### src/rtl/logic_done_multi.sv
// Multi-latency operation sequencer: per-type/hit latency with a floor, done/pre_done pulses,
// overlap detection. Define LOGIC_DONE_MULTI_STATS_EN to build the completed-operation counters.
module logic_done_multi #(
   parameter int unsigned MIN_CYCLES     = 1,
   parameter int unsigned RD_HIT_CYCLES  = 2,
   parameter int unsigned RD_MISS_CYCLES = 3,
   parameter int unsigned WR_HIT_CYCLES  = 2,
   parameter int unsigned WR_MISS_CYCLES = 3,
   parameter int unsigned STAT_W         = 16
) (
   input  logic              clk,
   input  logic              rst,
   input  logic              re,
   input  logic              we,
   input  logic              hit,
   output logic              pre_done,
   output logic              done,
   output logic              busy,
   output logic              op_is_write,
   output logic              overlap_err,
   output logic [STAT_W-1:0] rd_hit_cnt,
   output logic [STAT_W-1:0] rd_miss_cnt,
   output logic [STAT_W-1:0] wr_hit_cnt,
   output logic [STAT_W-1:0] wr_miss_cnt
);

   function automatic int unsigned max2(input int unsigned a, input int unsigned b);
      return (a > b) ? a : b;
   endfunction

   localparam int unsigned L_RH  = max2(RD_HIT_CYCLES, MIN_CYCLES);
   localparam int unsigned L_RM  = max2(RD_MISS_CYCLES, MIN_CYCLES);
   localparam int unsigned L_WH  = max2(WR_HIT_CYCLES, MIN_CYCLES);
   localparam int unsigned L_WM  = max2(WR_MISS_CYCLES, MIN_CYCLES);
   localparam int unsigned L_MAX = max2(max2(L_RH, L_RM), max2(L_WH, L_WM));
   localparam int unsigned CW    = $clog2(L_MAX + 1);
   localparam logic [CW-1:0] ONE = CW'(1);
   localparam logic [CW-1:0] TWO = CW'(2);

   typedef enum logic [1:0] {IDLE, WAIT, DONE} state_t;

   state_t        state;
   logic [CW-1:0] cnt;
   logic [CW-1:0] lat;
   logic          req;
   logic          accept;
   logic          pre_done_r;
   logic          pre_done_c;

   // Read wins when both requests are present.
   always_comb begin
      lat = CW'(L_WM);
      if (re)
         lat = hit ? CW'(L_RH) : CW'(L_RM);
      else if (hit)
         lat = CW'(L_WH);
   end

   assign req        = re | we;
   assign accept     = req && (state != WAIT);
   assign pre_done_c = rst && accept && (lat == ONE);
   assign pre_done   = pre_done_r | pre_done_c;

   always_ff @(posedge clk or negedge rst) begin
      if (!rst) begin
         state       <= IDLE;
         cnt         <= '0;
         pre_done_r  <= 1'b0;
         done        <= 1'b0;
         busy        <= 1'b0;
         op_is_write <= 1'b0;
         overlap_err <= 1'b0;
      end else begin
         done       <= 1'b0;
         pre_done_r <= 1'b0;
         if (accept) begin
            op_is_write <= we & ~re;
            if (re & we)
               overlap_err <= 1'b1;
            if (lat == ONE) begin
               state <= DONE;
               done  <= 1'b1;
               busy  <= 1'b0;
               cnt   <= '0;
            end else begin
               state      <= WAIT;
               busy       <= 1'b1;
               cnt        <= lat - ONE;
               pre_done_r <= (lat == TWO);
            end
         end else begin
            case (state)
               WAIT: begin
                  if (req)
                     overlap_err <= 1'b1;
                  cnt <= cnt - ONE;
                  if (cnt == ONE) begin
                     state <= DONE;
                     done  <= 1'b1;
                     busy  <= 1'b0;
                  end else begin
                     pre_done_r <= (cnt == TWO);
                  end
               end
               default: state <= IDLE;
            endcase
         end
      end
   end

`ifdef LOGIC_DONE_MULTI_STATS_EN
   logic op_hit;
   logic complete;
   logic fin_wr;
   logic fin_hit;

   function automatic logic [STAT_W-1:0] sat_inc(input logic [STAT_W-1:0] v);
      return (v == '1) ? v : v + STAT_W'(1);
   endfunction

   // An L=1 operation completes on its own accept edge, so its type comes from the live inputs.
   assign complete = (accept && (lat == ONE)) || ((state == WAIT) && (cnt == ONE));
   assign fin_wr   = accept ? (we & ~re) : op_is_write;
   assign fin_hit  = accept ? hit : op_hit;

   always_ff @(posedge clk or negedge rst) begin
      if (!rst) begin
         op_hit      <= 1'b0;
         rd_hit_cnt  <= '0;
         rd_miss_cnt <= '0;
         wr_hit_cnt  <= '0;
         wr_miss_cnt <= '0;
      end else begin
         if (accept)
            op_hit <= hit;
         if (complete) begin
            case ({fin_wr, fin_hit})
               2'b01:   rd_hit_cnt  <= sat_inc(rd_hit_cnt);
               2'b00:   rd_miss_cnt <= sat_inc(rd_miss_cnt);
               2'b11:   wr_hit_cnt  <= sat_inc(wr_hit_cnt);
               default: wr_miss_cnt <= sat_inc(wr_miss_cnt);
            endcase
         end
      end
   end
`else
   assign rd_hit_cnt  = '0;
   assign rd_miss_cnt = '0;
   assign wr_hit_cnt  = '0;
   assign wr_miss_cnt = '0;
`endif

endmodule

### config.mk
export PLATFORM = sky130hd
export DESIGN_NAME = logic_done_multi
export DESIGN_NICKNAME = d
export VERILOG_FILES = /design/src/rtl/logic_done_multi.sv
export SDC_FILE = /design/constraint.sdc
export NUM_CORES = 1
export LEC_CHECK = 0
export ABC_AREA = 0
export ABC_CLOCK_PERIOD_IN_PS = 1200
export CORE_MARGIN = 5
export CORE_UTILIZATION = 32
export DETAILED_ROUTE_END_ITERATION = 10
export HOLD_SLACK_MARGIN = 0.15
export PLACE_DENSITY = 0.91
export SETUP_SLACK_MARGIN = 0.2
export SLEW_MARGIN = 10
export SYNTH_ARGS = -nofsm -noshare
export SYNTH_HDL_FRONTEND = slang
export SYNTH_SLANG_ARGS = --single-unit
export TNS_END_PERCENT = 50
### constraint.sdc
create_clock -name clk -period 1.2 [get_ports clk]
set_input_delay 0.3 -clock clk [delete_from_list [all_inputs] [get_ports clk]]
set_output_delay 0.3 -clock clk [all_outputs]
set_load 0.005 [all_outputs]
* After elaboration in Yosys (flattened, before gate mapping)
Cells that the tools add are included.
** Storage, ports and cells
- Bits in registers :: 9
- Latch bits :: 0
- Memory bits (writable) :: 0
- Bits in read-only memories :: 0
- Bits of input ports :: 5
- Output and inout bits :: 69
- Logic and storage cells :: 54
- Memories :: 0
** Cells by class
- Add/subtract/negate cells :: 2
- Multiply operators :: 0
- Div/mod/pow operators :: 0
- Order comparisons :: 0
- Equality and inequality tests :: 8
- Shift operators :: 0
- Multiplexer cells :: 24
- Bitwise operators :: 5
- Reductions and logical operators :: 8
** Operator list (number)
- $mux W1 :: 17
- $mux W2 :: 7
- $eq A2 B1 Y1 const B :: 3
- $reduce_bool A2 Y1 :: 3
- $eq A2 B2 Y1 const B :: 2
- $ne A2 B1 Y1 const B :: 2
- $sub A2 B1 Y2 const B :: 2
- $logic_and A1 B1 Y1 :: 3
- $ne A3 B3 Y1 const B :: 1
- $reduce_and A3 Y1 :: 1
- $and A1 B1 Y1 :: 2
- $or A1 B1 Y1 :: 2
- $reduce_and A2 Y1 :: 1
- $not A1 Y1 :: 1

* Depth between registers and ports, before layout
Gate-level depths: netlist (run 1).
- Depth after elaboration :: 5
- Mapped depth :: 4
- Gate-level depth less buffers :: 4

* Worst setup path after synthesis (run 1)
No wires, ideal clock.
- Path kind :: reg2reg
- Start point :: register state[0]
- End point :: register overlap_err
- Library setup time :: 0.124 ns
- Arrival time :: 0.803 ns
- Data required time :: 1.076 ns
- Setup slack :: 0.273 ns
- Stages on the path, launching flop included :: 5
- Path buffers :: 1
- Clock period less this slack :: 0.927 ns
- Cell sequence :: dfrtp_1 -> nor2b_1 -> buf_6 -> a21oi_2 -> o21bai_2
** Between the ends
- Longest elaborated chain between the ends :: 4
- Elaborated cells between the ends (all ways) :: 8
- Classes of those cells :: eq/ne (3); mux (1); reduce/logical (4)
** Ends and longest elaborated chain
- start: declaration :: line 42 : state_t state;
- start signal: assignment :: line 66 : state <= IDLE;
- start signal: assignment :: line 81 : state <= DONE;
- start signal: assignment :: line 86 : state <= WAIT;
- $ne A2 B1 Y1 :: line 60 : assign accept = req && (state != WAIT);
- $logic_and A1 B1 Y1 :: line 60
- $ne A2 B1 Y1 (no source line) / $reduce_bool A2 Y1 (equally long branches)
- $reduce_and A3 Y1 (no source line)
- end signal: assignment :: line 72 : overlap_err <= 1'b0;
- end signal: assignment :: line 79 : overlap_err <= 1'b1;
- end signal: assignment :: line 95 : overlap_err <= 1'b1;
- end: declaration :: line 20 : output logic overlap_err,
Several ways; a longest one is shown, not always the timed one.
A chain may end at the register's enable or synchronous reset.

* Worst setup path after layout (run 1)
- Start point :: register busy
- End point :: output port busy
** RTL lines
- start: declaration :: line 18 : output logic busy,
- start signal: assignment :: line 70 : busy <= 1'b0;
- start signal: assignment :: line 83 : busy <= 1'b0;
- start signal: assignment :: line 87 : busy <= 1'b1;
No word-level cell between the ends.

==> qor.txt, run 1 <==
pwr/cell area: 1760 nW/µm²
io pins: 74
first-pass GRT wire length: 1820 µm
max frequency: 928 MHz
ANT nets after route: 0
Worst VDD drop: 0.663 mV
number of remaining DRC errors: 0
flops & latches, synth: 9
share of cells above drive strength 1: 0.168
vias: 462
number of global-route vias before repair: 405
non-filler cells, final: 144
largest family of logic cells by synthesized area: buffers and inverters
total global routing overflow: 0
Slowest cell on crit path: dfrtp_1
slowest stage delay, CP: 390 ps
DR iter-0 viols: 0
Buf/Inv on CP: 1
total net switching power: 548 µW
final core occ: 0.290
Core ar.: 2730 µm²
Reg power frac: 0.376
area leader, netlist: buf_4
post-synthesis mux area share: 0
number of nets in the layout: 121
Synth cell types: 22
Final period util: 0.898
Cell Area, Synth: 898 µm²
Max Slew Vio Count: 0
Hold Buf Count CTS: 0
DIE AREA: 3970 µm²
largest cells by area after synthesis: buf_4, dfrtp_1, ha_1
internal power: 847 µW
final worst slack: 122 ps
CTS tree: yes
gr usage total: 0.0559
complex-gate fraction of the synthesized area: 0.0850
Hold Worst Slack: 330 ps
final WL: 1320 µm
largest net degree at the start of global routing: 10
max-cap violation count: 0
Mapped Cells: 101
Syn Area/Cell: 8.89 µm²
CTS sink count: 9
Critical Path Fanout Max: 2
I/O Buffers: 9
Worst Hold Class: in2async
Yosys top cell area share: 0.535
Worst-Skew Late Latency: 260 ps
CP Cell Sequence: buf_2
dpl cells: 140
total CTS buffers: 3
Final Hold Viols: 0
Synth warnings: 0
Antenna Cells: 0
H-tree depth: 1
Worst-path clk slew: 60 ps
skew final: 0.954 ps
status: completed
wire length per cell: 9.19 µm
Die Wd: 63.0 µm
sequential area share after synthesis: 0.251
LEAKAGE: 0.000457 µW
CP top delay family: flip-flops
Post-Synth Simple-Gate Area: 0.0766
clock buffer depth: 2
Min Clock Period, post-route: 1080 ps
Die Span Y: 63.0 µm
xor/xnor share of the synthesized area: 0
Initial Utilization: 0.329
DP Worst Slack: -193 ps
Via-to-Cell Ratio: 3.21
Area growth, synth to finish: -11.7%
Logic pwr share: 0.454
Switching Fraction: 0.393
Clock power frac: 0.170
number of setup violations in the final report: 0
CP startpoint kind: flop
Core Rows: 19
worst path required time: 900 ps
critical path capture point type: primary output
hpwl dp: 1130 µm
RSZ-0062 raised after global routing: true
number of iterations in the first detailed-routing pass: 1
antenna violations before repair: 0
root buf cell: clkbuf_4
Final Power: 1390 µW
GP Congestion: 0.739
crit path DAT: 780 ps
Crit Path Class: reg2out
Synth Area in Adders: 0.0279
-- cell usage after synthesis (all sizes together) --
master	number
and2	2
o21ai	2
o21bai	1
ha	2
nand2b	1
conb	1
nand2	4
inv	2
o311ai	1
buf	65
a2bb2oi	1
a31oi	1
a21oi	4
dfrtp	9
nor2b	1
nor2	4
-- final timing paths --
kind | start | to | slack, ps | cells past startpoint
setup / recovery | busy | busy | 120 | 1
hold / removal | rst | busy | 330 | 1
setup reg to reg | state[0] | state[0] | 200 | 3
hold reg to reg | overlap_err | overlap_err | 480 | 1
max in group asynchronous | rst | done | 590 | 1
min in group clk | overlap_err | overlap_err | 480 | 1
-- final cells by class --
cell class	count	area (µm²)
multi-input combinational	88	425
timing repair buffer	10	70.1
tap	31	38.8
inverter	2	7.51
sequential	9	225
fill	304	1940
clock buffer	4	26.3
-- flip-flops by register name, summed over array words and instances, names as in the netlist --
signal / cells
state: 2
op_is_write: 1
done: 1
cnt: 2
pre_done_r: 1
overlap_err: 1
busy: 1
-- routing by layer --
metal | up-vias | share of wire | track usage
met5 | - | 0 | 0
met2 | 37 | 0.54 | 0.0936
met3 | 2 | 0.17 | 0.0198
met1 | 213 | 0.29 | 0.0601
met4 | 0 | 0.0038 | 0.0318
li1 | 210 | - | -
-- placed cells by master (no fill, tap or decap) --
master and count:
conb_1 64, dfrtp_1 9, buf_2 5, nand2_1 4, clkbuf_4 3, inv_1 2
a21oi_2 2, nor2_1 2, a21oi_1 2, ha_1 2, clkdlybuf4s50_1 2, dlygate4sd2_1 2
nor2b_4 1, o21ai_2 1, o21ai_0 1, and2_4 1, o21bai_2 1, and2_2 1
nand2b_4 1, nor2_4 1, o311ai_1 1, nor2_2 1, a2bb2oi_1 1, a31oi_1 1
clkbuf_1 1, buf_4 1
-- repair_timing --
action	in CTS	in global routing
endpoints found under the hold margin	0	0
endpoints found under the setup margin	14	11
resized for setup	24	2
buffers inserted	0	0
pin swaps	0	0
cloned	0	0
-- stage by stage --
step | TNS, ps | cell area, µm²
2_1_floorplan | 0 | 1130
3_3_place_gp | -748 | 779
3_5_place_dp | -956 | 779
4_1_cts | 0 | 786
5_1_grt | 0 | 793
6_report | 0 | 793
-- logic make-up (layout without fill, tap and decap cells) --
kind of cell,count (synthesis),in the layout
and+or+nand+nor,12,12
other,1,64
DFF,9,9
buffers and inverters,67,16
adders and majority gates,2,2
AOI/OAI and AO/OA,10,10
-- power groups by stage --
stage / clock network [µW] / registers (µW) / logic (µW)
final: 237 / 525 / 633
after global routing: 260 / 544 / 713
after CTS: 247 / 519 / 617
after detailed placement: 0 / 514 / 654
after global placement: 0 / 509 / 623
after floorplan: 0 / 507 / 605
Power figures use the tool's default switching activity.
==> run 2, diff against run 1 <==
--- a/config.mk
+++ b/config.mk
@@ -13,7 +13,7 @@
 export HOLD_SLACK_MARGIN = 0.15
 export PLACE_DENSITY = 0.91
 export SETUP_SLACK_MARGIN = 0.2
-export SLEW_MARGIN = 10
+export SLEW_MARGIN = 20
 export SYNTH_ARGS = -nofsm -noshare
 export SYNTH_HDL_FRONTEND = slang
 export SYNTH_SLANG_ARGS = --single-unit
==> results of run 2 <==
The final DEF is identical to that of run 1; final timing and power are the same.
==> run 3, diff against run 2 <==
--- a/config.mk
+++ b/config.mk
@@ -6,12 +6,13 @@
 export NUM_CORES = 1
 export LEC_CHECK = 0
 export ABC_AREA = 0
-export ABC_CLOCK_PERIOD_IN_PS = 1200
+export ABC_CLOCK_PERIOD_IN_PS = 900
 export CORE_MARGIN = 5
-export CORE_UTILIZATION = 32
+export CORE_UTILIZATION = 29
+export CTS_CLUSTER_SIZE = 25
 export DETAILED_ROUTE_END_ITERATION = 10
 export HOLD_SLACK_MARGIN = 0.15
-export PLACE_DENSITY = 0.91
+export PLACE_DENSITY = 0.87
 export SETUP_SLACK_MARGIN = 0.2
 export SLEW_MARGIN = 20
 export SYNTH_ARGS = -nofsm -noshare
==> constraint.sdc (replaced) <==
create_clock -name clk -period 0.9 [get_ports clk]
set_input_delay 0.18 -clock clk [delete_from_list [all_inputs] [get_ports clk]]
set_output_delay 0.18 -clock clk [all_outputs]
set_load 0.005 [all_outputs]
==> run 3 against run 2 <==
Effect of this change: the run now ends with setup timing left; sequential cell count unchanged; critical path type unchanged; sequential power increased by 36%; combinational power increased by 66%; cell count increased by 5.6%; register-to-register slack got worse by 250 ps; highest routed layer unchanged.
==> qor.txt, run 3 (same netlist as run 1, synthesis figures left out) <==
status: finished, violations left
failing checks: setup timing
vias: 487 (+5.4%)
Reg2Reg Setup Slack: -50 ps (-250 ps)
skew final: 0.356 ps (-0.598 ps)
number of iterations in the first detailed-routing pass: 2 (+1)
number of setup violations in the final report: 11 (+11)
Worst Hold Class: in2async
final worst slack: -58.6 ps (-181 ps)
Hold Buf Count CTS: 0 (unchanged)
max-cap violation count: 0 (unchanged)
worst path required time: 720 ps (-180 ps)
Worst R2R End: state[0]
Final Hold Viols: 0 (unchanged)
Via-to-Cell Ratio: 3.20 (-0.14%)
Filler cells: 328 (+7.9%)
CTS tree: yes
RSZ-0062 raised after global routing: true
Worst VDD drop: 1.21 mV (+83%)
critical path capture point type: primary output
total global routing overflow: 0 (unchanged)
gr usage total: 0.0566 (+0.000698)
final WL: 1430 µm (+7.9%)
number of remaining DRC errors: 0 (unchanged)
LEAKAGE: 0.000485 µW (+6.0%)
crit path DAT: 780 ps (about the same)
I/O Buffers: 9 (unchanged)
DIE AREA: 4310 µm² (+8.7%)
Slowest cell on crit path: dfrtp_1
H-tree depth: 1 (unchanged)
reg-to-reg startpoint: state[1]
Crit Path Class: reg2out
hpwl dp: 1120 µm (-1.2%)
Placed Instance Area: 805 µm² (+3.2%)
number of nets in the layout: 127 (+5.0%)
Critical Path Fanout Max: 2 (unchanged)
share of cells above drive strength 1: 0.235 (+0.0672)
Min Clock Period, post-route: 959 ps
Worst-path clk slew: 60 ps (about the same)
wire length per cell: 9.39 µm (+2.2%)
CP Cell Sequence: buf_2
GP Congestion: 0.766 (+3.7%)
Worst path depth: 1 (unchanged)
root buf cell: clkbuf_4
Die Wd: 65.7 µm (+4.2%)
Core ar.: 3000 µm² (+9.8%)
Worst-Skew Late Latency: 270 ps (about the same)
Final Cell Area: 856 µm² (+7.9%)
slowest stage delay, CP: 380 ps (about the same)
most common cell after layout, fill and taps aside: conb_1
CP startpoint kind: flop
clock buffer depth: 2 (unchanged)
Critical Path Start: overlap_err
Die Span Y: 65.7 µm (+4.2%)
DR iter-0 viols: 6 (+6)
most frequent cells in the layout: conb_1, dfrtp_1, buf_2, buf_4, nand2_1
number of global-route vias before repair: 388 (-4.2%)
Final period util: 1.07
Max Slew Vio Count: 0 (unchanged)
Buf/Inv on CP: 1 (unchanged)
total CTS buffers: 3 (unchanged)
Core Rows: 20 (+1)
largest registers: cnt x2, state x2
Antenna Cells: 0 (unchanged)
ANT nets after route: 0 (unchanged)
Area growth, synth to finish: -4.74%
io pins: 74 (unchanged)
Initial Utilization: 0.299 (-0.0294)
largest net degree at the start of global routing: 10 (unchanged)
CP top delay family: flip-flops
first-pass GRT wire length: 1780 µm (-2.3%)
CTS sink count: 9 (unchanged)
Hold Worst Slack: 200 ps (-131 ps)
FF-to-FF path depth: 3 (unchanged)
max frequency: 1040 MHz
pwr/cell area: 2450 nW/µm² (+39%)
antenna violations before repair: 0 (unchanged)
==> run 3: cell types whose count changed in the layout (fill, tap and decap cells not counted), sizes merged <==
| cell | delta |
|---|---|
| buf | +5 |
| nor2b | +1 |
==> run 3: per-stage QoR <==
step	total power (µW)	cells	setup WS (ps)	util	setup TNS, ps
6_report	2100	152	-58.6	0.285	-379
3_3_place_gp	1590	145	-347	0.268	-3150
3_5_place_dp	1610	145	-377	0.268	-3450
5_1_grt	2270	152	-91.3	0.285	-864
4_1_cts	2030	152	-64.9	0.281	-427
2_1_floorplan	1480	164	-11.6	-	-19.2
==> run 3: per-layer routing <==
layer / vias up / wire, µm / GRT usage
li1: 226 / - / -
met1: 213 / 570 / 0.0704
met2: 44 / 651 / 0.0826
met3: 4 / 178 / 0.0120
met4: 0 / 28 / 0.0466
met5: - / 0 / 0
==> run 3: worst max-delay path by stage <==
stage / end / slack [ps]
after floorplan: overlap_err / -10
after global placement: state[0] / -350
after detailed placement: busy / -380
after CTS: overlap_err / -60
after global routing: overlap_err / -90
final: overlap_err / -60
==> run 3: area by class of cell <==
cell class | instances | area, µm² | area share
Multi-Input combinational cell | 89 | 443 | 0.518
Sequential cell | 9 | 226 | 0.265
Timing Repair Buffer | 15 | 111 | 0.130
Tap cell | 33 | 41.3 | 0.0482
Clock buffer | 4 | 26.3 | 0.0307
Inverter | 2 | 7.51 | 0.00877
==> run 3: power by group <==
group | internal (µW) | switching [µW] | leakage (µW)
Combinational | 537 | 517 | 0.000366
Sequential | 589 | 126 | 0.000104
Clock | 172 | 158 | 0.0000150
Total | 1300 | 800 | 0.000485
==> run 3: timing repair <==
item / CTS / global route
buffers inserted: 2 / 0
resized for setup: 27 / 3
cloned: 1 / 0
setup endpoints to repair: 14 / 14
pin swaps: 3 / 1
